**config.mk**
```make
export PLATFORM = sky130hd
export DESIGN_NAME = nibble_addsub_seq
export DESIGN_NICKNAME = d
export VERILOG_FILES = /design/src/rtl/nibble_addsub_seq.sv
export SDC_FILE = /design/constraint.sdc
export NUM_CORES = 1
export LEC_CHECK = 0
export ABC_AREA = 1
export ABC_CLOCK_PERIOD_IN_PS = 3050
export BUFFER_PORTS_ARGS = -buffer_cell sky130_fd_sc_hd__buf_2
export CELL_PAD_IN_SITES_DETAIL_PLACEMENT = 2
export CELL_PAD_IN_SITES_GLOBAL_PLACEMENT = 2
export CORE_MARGIN = 2
export CORE_UTILIZATION = 33
export CTS_BUF_LIST = sky130_fd_sc_hd__clkbuf_2 sky130_fd_sc_hd__clkbuf_4 sky130_fd_sc_hd__clkbuf_8
export CTS_CLUSTER_SIZE = 24
export DETAILED_ROUTE_END_ITERATION = 6
export PLACE_DENSITY_LB_ADDON = 0.1
export SETUP_SLACK_MARGIN = 0.15
export SLEW_MARGIN = 20
export SYNTH_ARGS = -nofsm -noshare
export SYNTH_HDL_FRONTEND = slang
export SYNTH_SLANG_ARGS = --single-unit
```
**constraint.sdc**
```tcl
create_clock -name clk -period 3.05 [get_ports clk]
set_input_delay 0.1525 -clock clk [delete_from_list [all_inputs] [get_ports clk]]
set_output_delay 0.1525 -clock clk [all_outputs]
set_load 0.01 [all_outputs]
```
**src/rtl/nibble_addsub_seq.sv**
```systemverilog
// Nibble-serial add/subtract sequencer built around one 4-bit CLA.
// Define NIBBLE_ADDSUB_FLAGS_EN to build the z/n/v status flags.
module nibble_addsub_cla4 (
  input  logic [3:0] a_i,
  input  logic [3:0] b_i,
  input  logic       c_i,
  output logic [3:0] s_o,
  output logic       c_o
);
  logic [3:0] g, p;
  logic [4:0] c;

  assign g = a_i & b_i;
  assign p = a_i ^ b_i;
  assign c[0] = c_i;
  assign c[1] = g[0] | (p[0] & c[0]);
  assign c[2] = g[1] | (p[1] & g[0])
              | (p[1] & p[0] & c[0]);
  assign c[3] = g[2] | (p[2] & g[1])
              | (p[2] & p[1] & g[0])
              | (p[2] & p[1] & p[0] & c[0]);
  assign c[4] = g[3] | (p[3] & g[2])
              | (p[3] & p[2] & g[1])
              | (p[3] & p[2] & p[1] & g[0])
              | (p[3] & p[2] & p[1] & p[0] & c[0]);
  assign s_o = p ^ c[3:0];
  assign c_o = c[4];
endmodule

module nibble_addsub_seq #(
  parameter int WIDTH = 16
) (
  input  logic             clk,
  input  logic             rst,
  input  logic             start,
  input  logic             sub,
  input  logic [WIDTH-1:0] a,
  input  logic [WIDTH-1:0] b,
  output logic             busy,
  output logic             done,
  output logic [WIDTH-1:0] result,
  output logic             cout,
  output logic             flag_z,
  output logic             flag_n,
  output logic             flag_v
);
  localparam int N  = WIDTH / 4;
  localparam int CW = (N > 1) ? $clog2(N) : 1;

  typedef enum logic [1:0] {
    IDLE, RUN, DONE
  } state_t;

  state_t           state_q, state_d;
  logic [WIDTH-1:0] a_sr_q, a_sr_d;
  logic [WIDTH-1:0] b_sr_q, b_sr_d;
  logic [WIDTH-1:0] res_q, res_d;
  logic             carry_q, carry_d;
  logic             cout_q, cout_d;
  logic [CW-1:0]    cnt_q, cnt_d;
  logic [3:0]       sum;
  logic             c_out;
  logic             last;

  nibble_addsub_cla4 u_cla (
    .a_i (a_sr_q[3:0]),
    .b_i (b_sr_q[3:0]),
    .c_i (carry_q),
    .s_o (sum),
    .c_o (c_out)
  );

  assign last = (cnt_q == CW'(N - 1));

  always_comb begin
    state_d = state_q;
    a_sr_d  = a_sr_q;
    b_sr_d  = b_sr_q;
    res_d   = res_q;
    carry_d = carry_q;
    cout_d  = cout_q;
    cnt_d   = cnt_q;
    unique case (state_q)
      IDLE: begin
        if (start) begin
          a_sr_d  = a;
          b_sr_d  = sub ? ~b : b;
          carry_d = sub;
          cnt_d   = '0;
          res_d   = '0;
          state_d = RUN;
        end
      end
      RUN: begin
        res_d   = {sum, res_q[WIDTH-1:4]};
        a_sr_d  = a_sr_q >> 4;
        b_sr_d  = b_sr_q >> 4;
        carry_d = c_out;
        cnt_d   = cnt_q + CW'(1);
        if (last) begin
          cout_d  = c_out;
          state_d = DONE;
        end
      end
      DONE: state_d = IDLE;
      default: state_d = IDLE;
    endcase
  end

  always_ff @(posedge clk) begin
    if (rst) begin
      state_q <= IDLE;
      a_sr_q  <= '0;
      b_sr_q  <= '0;
      res_q   <= '0;
      carry_q <= 1'b0;
      cout_q  <= 1'b0;
      cnt_q   <= '0;
    end else begin
      state_q <= state_d;
      a_sr_q  <= a_sr_d;
      b_sr_q  <= b_sr_d;
      res_q   <= res_d;
      carry_q <= carry_d;
      cout_q  <= cout_d;
      cnt_q   <= cnt_d;
    end
  end

  assign busy   = (state_q == RUN);
  assign done   = (state_q == DONE);
  assign result = res_q;
  assign cout   = cout_q;

`ifdef NIBBLE_ADDSUB_FLAGS_EN
  logic z_q, z_d, n_q, n_d, v_q, v_d;

  // Flags come from the last nibble's CLA inputs and sum.
  always_comb begin
    z_d = z_q;
    n_d = n_q;
    v_d = v_q;
    if (state_q == RUN && last) begin
      z_d = ({sum, res_q[WIDTH-1:4]} == '0);
      n_d = sum[3];
      v_d = (a_sr_q[3] ~^ b_sr_q[3])
          & (sum[3] ^ a_sr_q[3]);
    end
  end

  always_ff @(posedge clk) begin
    if (rst) begin
      z_q <= 1'b0;
      n_q <= 1'b0;
      v_q <= 1'b0;
    end else begin
      z_q <= z_d;
      n_q <= n_d;
      v_q <= v_d;
    end
  end

  assign flag_z = z_q;
  assign flag_n = n_q;
  assign flag_v = v_q;
`else
  assign flag_z = 1'b0;
  assign flag_n = 1'b0;
  assign flag_v = 1'b0;
`endif
endmodule
```
==> flow_summary.ini <==
[status]
status = finished clean

[worst_hold_path]
hp-class = in2reg

[global_routing]
antenna_found_initial = 0
grt_max_degree = 44
grt_pass1_vias = 2371
grt_usage = 0.169
grt_pass1_wl_um = 11400
overflow = 0

[drt]
vias = 2278
vias_per_cell = 4.83
drt_iter0_markers = 55
ant_nets = 0
drc = 0
avgRoutedWirePerCell_um = 13.9
drt_pass1_iterations = 4
wl_um = 6570

[synth]
synth_edf_count = 0
ys.flop_type = dfxtp_1
async_flop_share = 0
synth_top_cell_area_share = 0.442
synth_top_cell_by_area = dfxtp_1
synth_area_sq_um = 2440
ys_seq_area_frac = 0.442
synth.area.top_cells = dfxtp_1, nand2_1, a21oi_1, xor2_1, inv_1
synth-seq-cells = 54
synth_cell_types = 25
synth.avg_cell_area_sq_um = 7.50
ys_warn_count = 0
syn_inst = 326

[die]
fp-row-count = 31
pin_count = 58
die_area_sq_um = 8110
die_y_um = 90.1
core_area_sq_um = 7210
start_util = 0.339
fp.dieW_um = 90.1

[clock_tree]
clk_latency_ns = 0.30
cts_resized = 0
numCtsBuffers = 5
postCtsSetupBuffers = 0
h-tree-depth = 2
hold_buffers = 0
clock_path_buffers = 2
cts.clk_slew.worst_paths_ns = 0.10
cts_tree = done
cts.sinks = 54
root_buffer = clkbuf_8

[worst_setup_path]
critPathMaxStageDelay_ns = 0.58
arrival_ns = 2.09
required_ns = 3.29
crit_family = simple AND/OR/NAND/NOR gates
path_class = reg2reg
end_kind = flop
crit_fanout = 32
cpMaxStageDelayCell = nor2_4
start_kind = flop
crit_path_cell_trace = inv_1 > nand2_2 > inv_2 > nor2_4 > buf_4 > nand2_1 > a21oi_1
path_buf_inv = 3

[timing]
rsz0062_at_grt = no
hold_ws_ns = 0.0908
clock_skew_ns = 0.0105
fmax_mhz = 541
report.final.setup_viol = 0
tightest_slew_ns = 0.762
min_period_ns = 1.85
setup_tns_ns = 0
hold_viol_final = 0
slew_violations = 0
fin_crit_sh = 0.607
slew_headroom = 0.490

[cells_and_area]
finalNetCount = 415
n_fill_cell = 906
final_common_cell = nand2_1
drive_gt1_frac = 0.188
final_cell_mix = nand2_1, dfxtp_1, buf_2, a21oi_1, inv_1
antenna_cells = 0
areaGrowthSynthToFinish_pct = 16.5

[place]
routabilityCongestion = 0.730
port_buffers = 54
hpwlAfterDp_um = 4820

[power_and_ir_drop]
p_per_area_nw_per_um2 = 483
p_leak_nw = 1.25
p_int_w = 0.000988
p_sw_w = 0.000386
pwr-share-clk = 0.293
p_comb_frac = 0.152
total_power_w = 0.00137
seq_power_share = 0.555
switching_share = 0.281
ir_worst_vdd_mv = 0.159

[job]
maxCapViolations = 0
## registers in the layout (all words and copies together), names as in the netlist
register  count
b_sr_q       16
cnt_q         2
cout          1
state_q       2
result       16
carry_q       1
a_sr_q       16
## power groups by stage
| stage | sequential, W | clock [W] | combinational (W) |
|---|---|---|---|
| detailed placement | 0.000780 | 0 | 0.000212 |
| floorplan | 0.000775 | 0 | 0.000147 |
| global placement | 0.000779 | 0 | 0.000204 |
| global route | 0.000770 | 0.000452 | 0.000240 |
| CTS | 0.000764 | 0.000422 | 0.000213 |
| finish | 0.000763 | 0.000402 | 0.000209 |
## worst paths after layout
path	slack, ns	cells past startpoint	from	to
hold reg to reg	0.47	2	result[3]	result[3]
setup reg to reg	1.20	7	state_q[1]	result[5]
setup / recovery	1.20	7	state_q[1]	result[5]
hold / removal	0.09	3	a[13]	a_sr_q[13]
## layer usage
| layer | up-vias | GRT usage | routed length [um] |
|---|---|---|---|
| met3 | 4 | 0.0243 | 201 |
| met1 | 1100 | 0.231 | 3180 |
| met4 | 0 | 0.0423 | 51 |
| met5 | - | 0 | 0 |
| met2 | 38 | 0.279 | 3130 |
| li1 | 1136 | - | - |
## per-stage QoR
stage	setup WS (ns)	area (sq um)	utilization	instances
finish	1.20	2850	0.395	472
global route	0.974	2850	0.395	472
CTS	1.19	2850	0.395	472
detailed placement	1.21	2760	0.382	464
global placement	1.30	2760	0.382	464
floorplan	1.80	2450	-	328
## layout make-up
class	instances	area (sq um)	area share
Clock buffer	6	76.3	0.0268
Clock inverter	2	13.8	0.00484
Inverter	22	82.6	0.0290
Multi-Input combinational cell	231	1170	0.411
Sequential cell	54	1080	0.380
Tap cell	99	124	0.0435
Timing Repair Buffer	58	300	0.105
## kinds of logic (layout without fill, tap and decap cells)
family,Yosys count,after routing,share of synthesized area
buf+inv,43,88,0.0824
simple gates,137,137,0.222
compound gates,69,69,0.159
other cells,1,3,0.00153
fa+ha+maj,7,7,0.0389
flops,54,54,0.442
xor+xnor,15,15,0.0538
## cell usage after synthesis, types with 2 or more instances
| master | count |
|---|---|
| dfxtp_1 | 54 |
| nor2_1 | 12 |
| ha_1 | 6 |
| xor2_1 | 15 |
| o22ai_1 | 2 |
| a22oi_1 | 7 |
| o21ai_0 | 7 |
| buf_2 | 8 |
| nand3_1 | 9 |
| a31oi_1 | 12 |
| buf_4 | 8 |
| a21oi_1 | 38 |
| inv_1 | 21 |
| clkbuf_1 | 5 |
| nand4_1 | 2 |
| nand2_1 | 111 |
## tightest hold or removal path: cells and delay by family
| kind | cells | cell delay [ns] |
|---|---|---|
| simple gates | 1 | 0.06 |
| compound gates | 1 | 0.05 |
| buf+inv | 1 | 0.09 |
No activity file was read; power rests on OpenSTA's default activity.
